[src/rtl/b2bcd_seq_param.sv]
// b2bcd_seq_param: iterative binary-to-BCD converter (shift-and-add-3) with start/done handshake.
// One shift per clock, BIN_W clocks per conversion, result held in bcd until the next done.
// Optional build macro B2BCD_SIGNED_EN: bin is two's complement, magnitude is converted and
// the sign is reported on the extra output neg.
module b2bcd_seq_param #(
    parameter int BIN_W  = 8,
    parameter int DIGITS = 3
) (
    input  logic                  clk,
    input  logic                  rst,
    input  logic                  start,
    input  logic [BIN_W-1:0]      bin,
    output logic                  busy,
    output logic                  done,
    output logic [4*DIGITS-1:0]   bcd
`ifdef B2BCD_SIGNED_EN
    ,
    output logic                  neg
`endif
);

    localparam int SCR_W = 4 * DIGITS;
    localparam int CNT_W = $clog2(BIN_W + 1);

    // 10**n as a 64-bit constant, used only for the elaboration-time range check
    function automatic logic [63:0] pow10(input int n);
        logic [63:0] r;
        r = 64'd1;
        for (int i = 0; i < n; i++) r = r * 64'd10;
        return r;
    endfunction

    // Reject parameter sets whose digit count cannot hold the largest operand
    if (BIN_W < 4 || BIN_W > 32) begin : g_bad_width
        $error("b2bcd_seq_param: BIN_W=%0d outside 4..32", BIN_W);
    end
    if (pow10(DIGITS) <= ((64'd1 << BIN_W) - 64'd1)) begin : g_bad_digits
        $error("b2bcd_seq_param: DIGITS=%0d too small for BIN_W=%0d", DIGITS, BIN_W);
    end

    typedef enum logic {IDLE, SHIFT} state_t;

    state_t               state_q, state_d;
    logic [BIN_W-1:0]     bin_q,   bin_d;
    logic [SCR_W-1:0]     scr_q,   scr_d;
    logic [CNT_W-1:0]     cnt_q,   cnt_d;
    logic [SCR_W-1:0]     bcd_q,   bcd_d;
    logic                 done_q,  done_d;

    logic [SCR_W-1:0]     scr_adj;
    logic [SCR_W-1:0]     scr_sh;
    logic [BIN_W-1:0]     bin_sh;
    logic [BIN_W-1:0]     bin_mag;

`ifdef B2BCD_SIGNED_EN
    logic                 sign_q, sign_d;
    logic                 neg_q,  neg_d;
    // Negating the most negative value wraps back to itself, which is the correct unsigned magnitude
    assign bin_mag = bin[BIN_W-1] ? (~bin + BIN_W'(1)) : bin;
`else
    assign bin_mag = bin;
`endif

    // Add-3 correction on every digit >= 5, all digits in parallel on pre-shift values
    for (genvar g = 0; g < DIGITS; g++) begin : g_corr
        assign scr_adj[4*g +: 4] = (scr_q[4*g +: 4] >= 4'd5) ? (scr_q[4*g +: 4] + 4'd3)
                                                              : scr_q[4*g +: 4];
    end

    // One-bit left shift of {scratch, operand}
    assign {scr_sh, bin_sh} = {scr_adj[SCR_W-2:0], bin_q, 1'b0};

    // Next-state, datapath and result-update logic
    always_comb begin
        state_d = state_q;
        bin_d   = bin_q;
        scr_d   = scr_q;
        cnt_d   = cnt_q;
        bcd_d   = bcd_q;
        done_d  = 1'b0;
`ifdef B2BCD_SIGNED_EN
        sign_d  = sign_q;
        neg_d   = neg_q;
`endif
        unique case (state_q)
            IDLE: begin
                if (start) begin
                    bin_d   = bin_mag;
                    scr_d   = '0;
                    cnt_d   = CNT_W'(BIN_W);
                    state_d = SHIFT;
`ifdef B2BCD_SIGNED_EN
                    sign_d  = bin[BIN_W-1];
`endif
                end
            end
            SHIFT: begin
                bin_d = bin_sh;
                scr_d = scr_sh;
                cnt_d = cnt_q - CNT_W'(1);
                if (cnt_q == CNT_W'(1)) begin
                    bcd_d   = scr_sh;
                    done_d  = 1'b1;
                    state_d = IDLE;
`ifdef B2BCD_SIGNED_EN
                    neg_d   = sign_q;
`endif
                end
            end
            default: state_d = IDLE;
        endcase
    end

    // State and datapath registers, cleared asynchronously
    always_ff @(posedge clk or posedge rst) begin
        if (rst) begin
            state_q <= IDLE;
            bin_q   <= '0;
            scr_q   <= '0;
            cnt_q   <= '0;
            bcd_q   <= '0;
            done_q  <= 1'b0;
`ifdef B2BCD_SIGNED_EN
            sign_q  <= 1'b0;
            neg_q   <= 1'b0;
`endif
        end else begin
            state_q <= state_d;
            bin_q   <= bin_d;
            scr_q   <= scr_d;
            cnt_q   <= cnt_d;
            bcd_q   <= bcd_d;
            done_q  <= done_d;
`ifdef B2BCD_SIGNED_EN
            sign_q  <= sign_d;
            neg_q   <= neg_d;
`endif
        end
    end

    assign busy = (state_q == SHIFT);
    assign done = done_q;
    assign bcd  = bcd_q;
`ifdef B2BCD_SIGNED_EN
    assign neg  = neg_q;
`endif

endmodule

[config.mk]
export PLATFORM = sky130hd
export DESIGN_NAME = b2bcd_seq_param
export DESIGN_NICKNAME = d
export VERILOG_FILES = /design/src/rtl/b2bcd_seq_param.sv
export SDC_FILE = /design/constraint.sdc
export NUM_CORES = 1
export LEC_CHECK = 0
export ABC_CLOCK_PERIOD_IN_PS = 1600
export CAP_MARGIN = 10
export CORE_ASPECT_RATIO = 1.25
export CORE_MARGIN = 2
export CORE_UTILIZATION = 49
export CTS_CLUSTER_DIAMETER = 150
export DETAILED_ROUTE_END_ITERATION = 6
export GPL_TIMING_DRIVEN = 0
export PLACE_DENSITY = 0.74
export SYNTH_ARGS = -nofsm -noshare
export SYNTH_HDL_FRONTEND = slang
export SYNTH_SLANG_ARGS = --single-unit
[constraint.sdc]
create_clock -name clk -period 1.6 [get_ports clk]
set_clock_uncertainty 0.05 [all_clocks]
set_input_delay 0.16 -clock clk [delete_from_list [all_inputs] [get_ports clk]]
set_output_delay 0.16 -clock clk [all_outputs]
set_load 0.01 [all_outputs]
# After elaboration in Yosys (flattened, before gate mapping)

Index checks and enable logic that the tools add are counted.

Add/sub/neg operators: 4
Magnitude comparators: 3
Equality and inequality tests: 2
Multiplexer cells: 14
Bitwise gates (word level): 1
Reduce and logical (&&, ||, !) cells: 1

Operators by type and width:

| cell                                                                   | count |
|---|---|
| 12-bit one-hot mux with 2 select lines                                 | 1 |
| 8-bit one-hot mux with 2 select lines                                  | 1 |
| 4-bit by 3-bit >= comparator with 1-bit output (second input constant) | 3 |
| 12-bit 2-to-1 mux                                                      | 1 |
| 4-bit 2-to-1 mux                                                       | 3 |
| 4-bit by 2-bit adder with 4-bit output (second input constant)         | 2 |
| 8-bit 2-to-1 mux                                                       | 1 |
| 4-bit one-hot mux with 2 select lines                                  | 1 |
| 4-bit by 1-bit equality test with 1-bit output (second input constant) | 1 |
| 1-bit 2-to-1 mux                                                       | 4 |
| 4-bit by 1-bit subtractor with 4-bit output (second input constant)    | 1 |
| 3-bit by 2-bit adder with 3-bit output (second input constant)         | 1 |
| 3-bit 2-to-1 mux                                                       | 1 |
| 2-bit != test (second input constant)                                  | 1 |
| 1-bit one-hot mux with 2 select lines                                  | 1 |
| 2-bit AND reduction                                                    | 1 |
| 1-bit NOT                                                              | 1 |

Bits in registers: 38
Logic and storage cells: 31

# Longest topological paths before layout

Gate-level depths: netlist of the first run.

Word-level depth: 3
Gate-level depth with buffers: 6

# Worst setup path before layout of the first run

OpenSTA, ideal clock, no wires.

Path kind: reg-to-reg
Start: reg scr_q[0]
End: reg bcd_q[2] (netlist: bcd[2])
Data arrival time: 1.402 ns
Required time: 1.467 ns
Slack: 0.065 ns
Stages on the path, launching flop included: 7
Clock period less this slack: 1.535 ns
Path through: dfrtp_1 > inv_1 > ha_1 > nand2b_1 > a21oi_1 > mux2_2 > o21ai_0

Word-level cells in the longest chain between the ends: 2
Elaborated cells on any way between the ends: 3
Classes of those cells: 1 x add/sub; 1 x order compare; 1 x mux

Ends and longest elaborated chain:

| what                                                                                                     | line | text |
|---|---|---|
| from (decl)                                                                                              | 45   | `logic [SCR_W-1:0] scr_q, scr_d;` |
| from (signal assigned)                                                                                   | 130  | `scr_q <= scr_d;` |
| 4-bit by 2-bit adder with 4-bit output or 4-bit by 3-bit >= comparator with 1-bit output (tied branches) | 66   | `assign scr_adj[4*g +: 4] = (scr_q[4*g +: 4] >= 4'd5) ? (scr_q[4*g +: 4] + 4'd3)` |
| 4-bit 2-to-1 mux *                                                                                       | 66   |  |
| to (signal assigned)                                                                                     | 121  | `bcd_q <= '0;` |
| to (signal assigned)                                                                                     | 132  | `bcd_q <= bcd_d;` |
| to (decl)                                                                                                | 47   | `logic [SCR_W-1:0] bcd_q, bcd_d;` |

Every way passes the cells marked *; elsewhere a longest branch is shown, timed or not.
A chain may end at the register's enable or synchronous reset.

# Final worst setup path of the first run

Start: reg scr_q[4]
End: reg bcd_q[6] (netlist: bcd[6])

The elaborated chain is that of the path after synthesis.

==> summary.txt, run 1 <==
P&R area growth vs syn: 25.7%
routability congestion estimate: 0.805
CTS tree: yes
part of the power in registers: 35.8%
First DRT Iteration DRCs: 77
maximum vdd drop: 0.943 mV
Worst Tran Pin Value: 0.781 ns
number of clock sinks: 38
I/O Buffers: 24
Slew Limit Fails: 0
GRT overflow: 0
global-route wire length before repair: 6.51 mm
Synth warnings: 0
final hold viol count: 0
drt first pass iters: 4
Tmin final: 1.54 ns
Max Cap Violations: 0
CTS max path bufs: 2
Fmax: 649 MHz
num ports: 25
Setup-failing EPs final: 0
Vias/cell: 5.47
Synth Cell Area: 0.00186 mm2
layout cell share with drive strength beyond 1: 18.3%
Critical Path RT: 1.78 ns
slowest stage delay, CP: 0.43 ns
synthesis-stage register bit count: 38
Synth top area share: 51.0%
Area contributors post-synth: dfrtp_1 (51%), mux2i_1 (9.1%), ha_1 (5.4%)
Rel. slew slack: 47.8%
final period utilization: 96.3%
number of inserted diodes: 0
Die W: 59.2 um
worst skew pair latency: 0.29 ns
leakage power: 1.10 nW
CP arrival: 1.72 ns
hold_buf cts: 0
Remaining DRCs: 0
Post-synth top cells: dfrtp_1 (38), nand2_1 (22), mux2i_1 (17), o21ai_0 (17), nand2b_1 (12)
antenna violations before repair: 0
r2r worst-path depth: 5
global-route usage over all layers: 19.9%
CP Capture Type: flop
largest net degree at the start of global routing: 39
sw frac: 37.5%
Hold Slack: 0.283 ns
clock slew at reported path FFs: 0.07 ns
CTS Buf Count: 5
Rows: 25
syn_nets: 195
Most used DFF post-synth: dfrtp_1
crit path from: scr_q[4]$_DFFE_PP0P_
CP max FO: 4
Setup Total Neg Slack: 0 ns
Worst Hold Class: input port to async pin
Cell Area, Placed: 0.00215 mm2
number of global-route vias before repair: 1469
die area: 0.00431 mm2
cell internal pwr: 2.99 mW
Post-synth EDFFs: 0
Final Instance Area: 0.00234 mm2
Synth cell types: 27
CORE AREA: 0.00372 mm2
most numerous cell in the Yosys netlist: dfrtp_1
NetSw: 1.80 mW
H-tree levels: 2
NumNets Final: 231
post-DP HPWL: 2.61 mm
Root Buffer: clkbuf_8
Worst setup SP type: flop
WS Path Type: flop to flop
status: completed
starting density of the core: 50.1%
RR Startpoint: scr_q[4]$_DFFE_PP0P_
routed len/inst: 14.8 um
fraction of registers with async set/reset: 100%
antenna viol nets, final: 0
post-synth top area cell: dfrtp_1
clock group share of total power: 14.2%
syn avg cell area: 10.6 um2
register area share after synthesis: 51.0%
total number of vias: 1384
Cell Pwr Density: 2040 mW/mm2
slowest CP cell: dfrtp_1
Post-Syn Instances: 176
crit-path cells: ha_1 -> nand2b_4 -> a21oi_4 -> mux2i_1 -> mux2_4
Total Routed Length: 3.74 mm
Die Height: 72.9 um
combinational share of power: 50.0%
==> layout by cell type (no fill, tap or decap), types with 6 or more instances in the layout <==
cell,synthesis,layout
mux2i_1,17,17
nand2b_1,12,10
nor2_1,6,6
buf_2,8,8
clkbuf_8,0,6
dfrtp_1,38,38
nand2_1,22,22
clkdlybuf4s50_1,0,24
nor3b_1,6,6
o21ai_0,17,16
==> critical path: cells and delay by family (launching register included) <==
family                     cells  cell delay [ns]
muxes                          2             0.47
AOI/OAI and AO/OA              1             0.16
adders and majority gates      1             0.22
and+or+nand+nor                1             0.15
DFF                            1             0.43
==> sequential cells by signal, indices dropped and copies added, names as in the netlist <==
name,count
bcd,12
bin_q,8
busy,1
cnt_q,4
done,1
scr_q,12
==> power by group through the flow <==
stage / Combinational, mW / Clock, mW / Sequential, mW
2_1_floorplan: 1.42 / 0 / 1.71
3_3_place_gp: 2.00 / 0 / 1.69
3_5_place_dp: 2.10 / 0 / 1.72
4_1_cts: 2.17 / 0.689 / 1.70
5_1_grt: 2.68 / 0.726 / 1.77
6_report: 2.39 / 0.678 / 1.71
==> final cells by class <==
class	instances	area, um2
Sequential cell	38	951
Timing Repair Buffer	29	278
Fill cell	311	1380
Clock buffer	7	86.3
Inverter	10	40.0
Clock inverter	1	5.00
Buffer	8	40.0
Tap cell	40	50.0
Multi-Input combinational cell	120	892
==> layer usage <==
| metal | GRT usage, % | vias to the layer above | wire length (um) |
|---|---|---|---|
| met5 | 0 | - | 0 |
| met4 | 8.59 | 0 | 57 |
| met3 | 4.43 | 5 | 134 |
| met2 | 34.6 | 30 | 2020 |
| met1 | 23.2 | 686 | 1530 |
| li1 | - | 663 | - |
==> through the flow <==
step / utilization [%] / power, mW / std cells / worst slack, ns
CTS: 60.9 / 4.56 / 250 / 0.00397
global route: 62.9 / 5.18 / 253 / -0.0345
finish: 62.9 / 4.78 / 253 / 0.0594
global placement: 57.8 / 3.69 / 240 / -0.286
detailed placement: 57.8 / 3.82 / 240 / -0.0767
floorplan: - / 3.13 / 176 / 0.0653
==> worst paths after layout <==
path,endpoint,slack [ns]
worst max-delay path,bcd[6]$_DFFE_PP0P_,0.06
worst min-delay path,scr_q[1]$_DFFE_PP0P_,0.28
worst max register to register,bcd[6]$_DFFE_PP0P_,0.06
worst min register to register,bcd[1]$_DFFE_PP0P_,0.43
max in group asynchronous,done$_DFF_PP0_,0.71
min in group clk,bcd[1]$_DFFE_PP0P_,0.43
==> repair_timing <==
item | in CTS | in global routing
pin swaps | 2 | 3
cloned | 0 | 0
endpoints found under the setup margin | 3 | 12
gates resized for setup | 3 | 13
setup buffers | 2 | 3
==> cells by family after synthesis <==
kind of cell,Yosys count,synth area share (%)
muxes,20,11.3
adders and majority gates,8,5.37
and+or+nand+nor,52,14.0
DFF,38,51.0
xor gates and xnor gates,5,2.35
buffers and inverters,18,4.16
AOI/OAI and AO/OA,35,11.8
No activity file was read; power rests on OpenSTA's default activity.
==> run 2, diff against run 1 <==
Settings changed: CAP_MARGIN 10 to 20.
==> results of run 2 <==
Same layout as run 1: the final DEF is identical, and so are final timing and power.
==> run 3, diff against run 2 <==
Settings changed: CORE_MARGIN 2 to 1, CTS_CLUSTER_DIAMETER 150 to 50, SLEW_MARGIN set to 20.
==> run 3 against run 2 <==
  * The run now ends with DRC left
  * First-iteration DRC count fell by 23%
  * Clock-buffer cell count unchanged
  * Sequential power hardly changed
  * Cell area up 2.1%
  * Clock power hardly changed
  * Via count about the same
  * Maximum frequency fell by 1.8%
  * Register-to-register slack lost 0.03 ns
  * Worst setup slack got worse by 0.028 ns
  * Flip-flop and latch count unchanged
  * Highest routed layer unchanged
  * Total power rose by 4.6%
  * Critical path depth is 1 higher
  * Largest power group unchanged
==> summary.txt, run 3 (synthesis gave the netlist of run 1 again) <==
routability congestion estimate: 0.774 (was 0.805)
status: complete, but fails checks (was completed)
Slew Limit Fails: 0 (unchanged)
antenna violations before repair: 0 (unchanged)
r2r endpoint: bcd[9]$_DFFE_PP0P_ (was bcd[6]$_DFFE_PP0P_)
Reg area: 951 um2 (unchanged)
Die Height: 70.9 um (was 72.9 um)
layout cell share with drive strength beyond 1: 21.4% (was 18.3%)
Setup Total Neg Slack: 0 ns (unchanged)
CP max FO: 4 (unchanged)
Cell Area, Placed: 0.00215 mm2 (about the same)
largest net degree at the start of global routing: 39 (unchanged)
Crit path buffers/inverters: 1 (was 0)
CTS max path bufs: 2 (unchanged)
num ports: 25 (unchanged)
worst setup margin: 0.0317 ns (was 0.0594 ns)
slowest stage delay, CP: 0.43 ns (about the same)
maximum vdd drop: 1.22 mV (was 0.943 mV)
Fmax: 638 MHz (was 649 MHz)
starting density of the core: 52.1% (was 50.1%)
routed len/inst: 15.8 um (was 14.8 um)
Rel. slew slack: 47.7% (was 47.8%)
Rows: 24 (was 25)
final hold viol count: 0 (unchanged)
Critical Path Stages: 6 (was 5)
commonest non-fill, non-tap cell in the layout: dfrtp_1 (unchanged)
CTS tree: yes (unchanged)
global-route wire length before repair: 6.53 mm (was 6.51 mm)
Final Instance Area: 0.00239 mm2 (was 0.00234 mm2)
global-route usage over all layers: 21.3% (was 19.9%)
commonest non-fill, non-tap cells in the layout: dfrtp_1 (38), clkdlybuf4s50_1 (24), nand2_1 (22), mux2i_1 (16), o21ai_0 (15) (was dfrtp_1 (38), clkdlybuf4s50_1 (24), nand2_1 (22), mux2i_1 (17), o21ai_0 (16))
number of inserted diodes: 0 (unchanged)
H-tree levels: 2 (unchanged)
Remaining DRCs: 4 (was 0)
Multi-input gate area: 928 um2 (was 892 um2)
RR Startpoint: scr_q[8]$_DFFE_PP0P_ (was scr_q[4]$_DFFE_PP0P_)
Worst Tran Pin Value: 0.784 ns (was 0.781 ns)
die area: 0.00405 mm2 (was 0.00431 mm2)
final period utilization: 98.0% (was 96.3%)
Total Routed Length: 4.01 mm (was 3.74 mm)
WS Path Type: flop to flop (unchanged)
Die W: 57.2 um (was 59.2 um)
P&R area growth vs syn: 28.4% (was 25.7%)
number of global-route vias before repair: 1423 (was 1469)
number of clock sinks: 38 (unchanged)
worst skew pair latency: 0.29 ns (about the same)
CORE AREA: 0.00357 mm2 (was 0.00372 mm2)
total number of vias: 1385 (was 1384)
cell family with most CP delay: flip-flops (was multiplexers)
clock slew at reported path FFs: 0.08 ns (was 0.07 ns)
slowest CP cell: dfrtp_1 (unchanged)
r2r worst-path depth: 6 (was 5)
worst slack at placement: -0.129 ns (was -0.0767 ns)
failing checks: DRC
I/O Buffers: 24 (unchanged)
Hold Slack: 0.280 ns (was 0.283 ns)
post-DP HPWL: 2.65 mm (was 2.61 mm)
drt first pass iters: 6 (was 4)
Root Buffer: clkbuf_8 (unchanged)
fill cell count: 277 (was 311)
Critical Path RT: 1.72 ns (was 1.78 ns)
crit-path cells: inv_1 -> ha_2 -> nand2b_4 -> a21oi_4 -> xnor2_2 -> mux2_4 (was ha_1 -> nand2b_4 -> a21oi_4 -> mux2i_1 -> mux2_4)
final core occ: 66.9% (was 62.9%)
antenna viol nets, final: 0 (unchanged)
NumNets Final: 233 (was 231)
CTS Buf Count: 5 (unchanged)
Worst setup SP type: flop (unchanged)
CP Capture Type: flop (unchanged)
Tmin final: 1.57 ns (was 1.54 ns)
Cell Pwr Density: 2090 mW/mm2 (was 2040 mW/mm2)
leakage power: 1.12 nW (was 1.10 nW)
Setup-failing EPs final: 0 (unchanged)
CP arrival: 1.69 ns (was 1.72 ns)
R2R Setup Slk: 0.03 ns (was 0.06 ns)
Worst Hold Class: input port to async pin (unchanged)
First DRT Iteration DRCs: 59 (was 77)
Max Cap Violations: 0 (unchanged)
Vias/cell: 5.45 (was 5.47)
GRT overflow: 0 (unchanged)
-- run 3: worst register-to-register path, cell delays in order, from the launching register on --
cell      delay, ns
dfrtp_1        0.43
inv_1          0.09
ha_2           0.22
nand2b_4       0.07
a21oi_4        0.20
xnor2_2        0.12
mux2_4         0.26
-- run 3: worst max path at each step --
stage / to / slack [ns] / start
2_1_floorplan: bcd[2]$_DFFE_PP0P_ / 0.07 / scr_q[0]$_DFFE_PP0P_
3_3_place_gp: scr_q[5]$_DFFE_PP0P_ / -0.25 / rst
3_5_place_dp: bcd[2]$_DFFE_PP0P_ / -0.13 / scr_q[0]$_DFFE_PP0P_
4_1_cts: bcd[2]$_DFFE_PP0P_ / 0.004 / scr_q[0]$_DFFE_PP0P_
5_1_grt: scr_q[2]$_DFFE_PP0P_ / -0.03 / scr_q[1]$_DFFE_PP0P_
6_report: bcd[9]$_DFFE_PP0P_ / 0.03 / scr_q[8]$_DFFE_PP0P_
-- run 3: through the flow --
step | std cells | power [mW]
floorplan | 176 | 3.13
global placement | 239 | 3.70
detailed placement | 239 | 3.85
CTS | 250 | 4.68
global route | 254 | 5.37
finish | 254 | 5.01
-- run 3: what timing repair did --
item | in CTS | in global routing
buffers inserted | 3 | 4
gates resized for setup | 6 | 18
hold buffers | 0 | 0
gates cloned | 0 | 0
pin swaps | 2 | 4
setup endpoints to repair | 5 | 10
-- run 3: cell type report --
type | count | area share [%]
sequential | 38 | 39.7
multi-input combinational | 120 | 38.8
timing repair buffer | 31 | 12.2
clock buffer | 7 | 3.61
tap | 39 | 2.04
buffer | 8 | 1.67
inverter | 10 | 1.67
clock inverter | 1 | 0.209
-- run 3: layer usage --
metal  track usage [%]  vias up  part of all wire [%]
met5                 0        -                     0
met4              7.32        0                   1.1
met3              3.84        7                   3.0
met2              38.4       26                    55
met1              25.3      680                    41
li1                  -      672                     -
-- run 3: report_power, final --
| part | total, mW | internal, mW | switching, mW |
|---|---|---|---|
| clock | 0.677 | 0.348 | 0.329 |
| combinational | 2.60 | 1.36 | 1.24 |
| sequential | 1.73 | 1.39 | 0.347 |
| total | 5.01 | 3.09 | 1.92 |
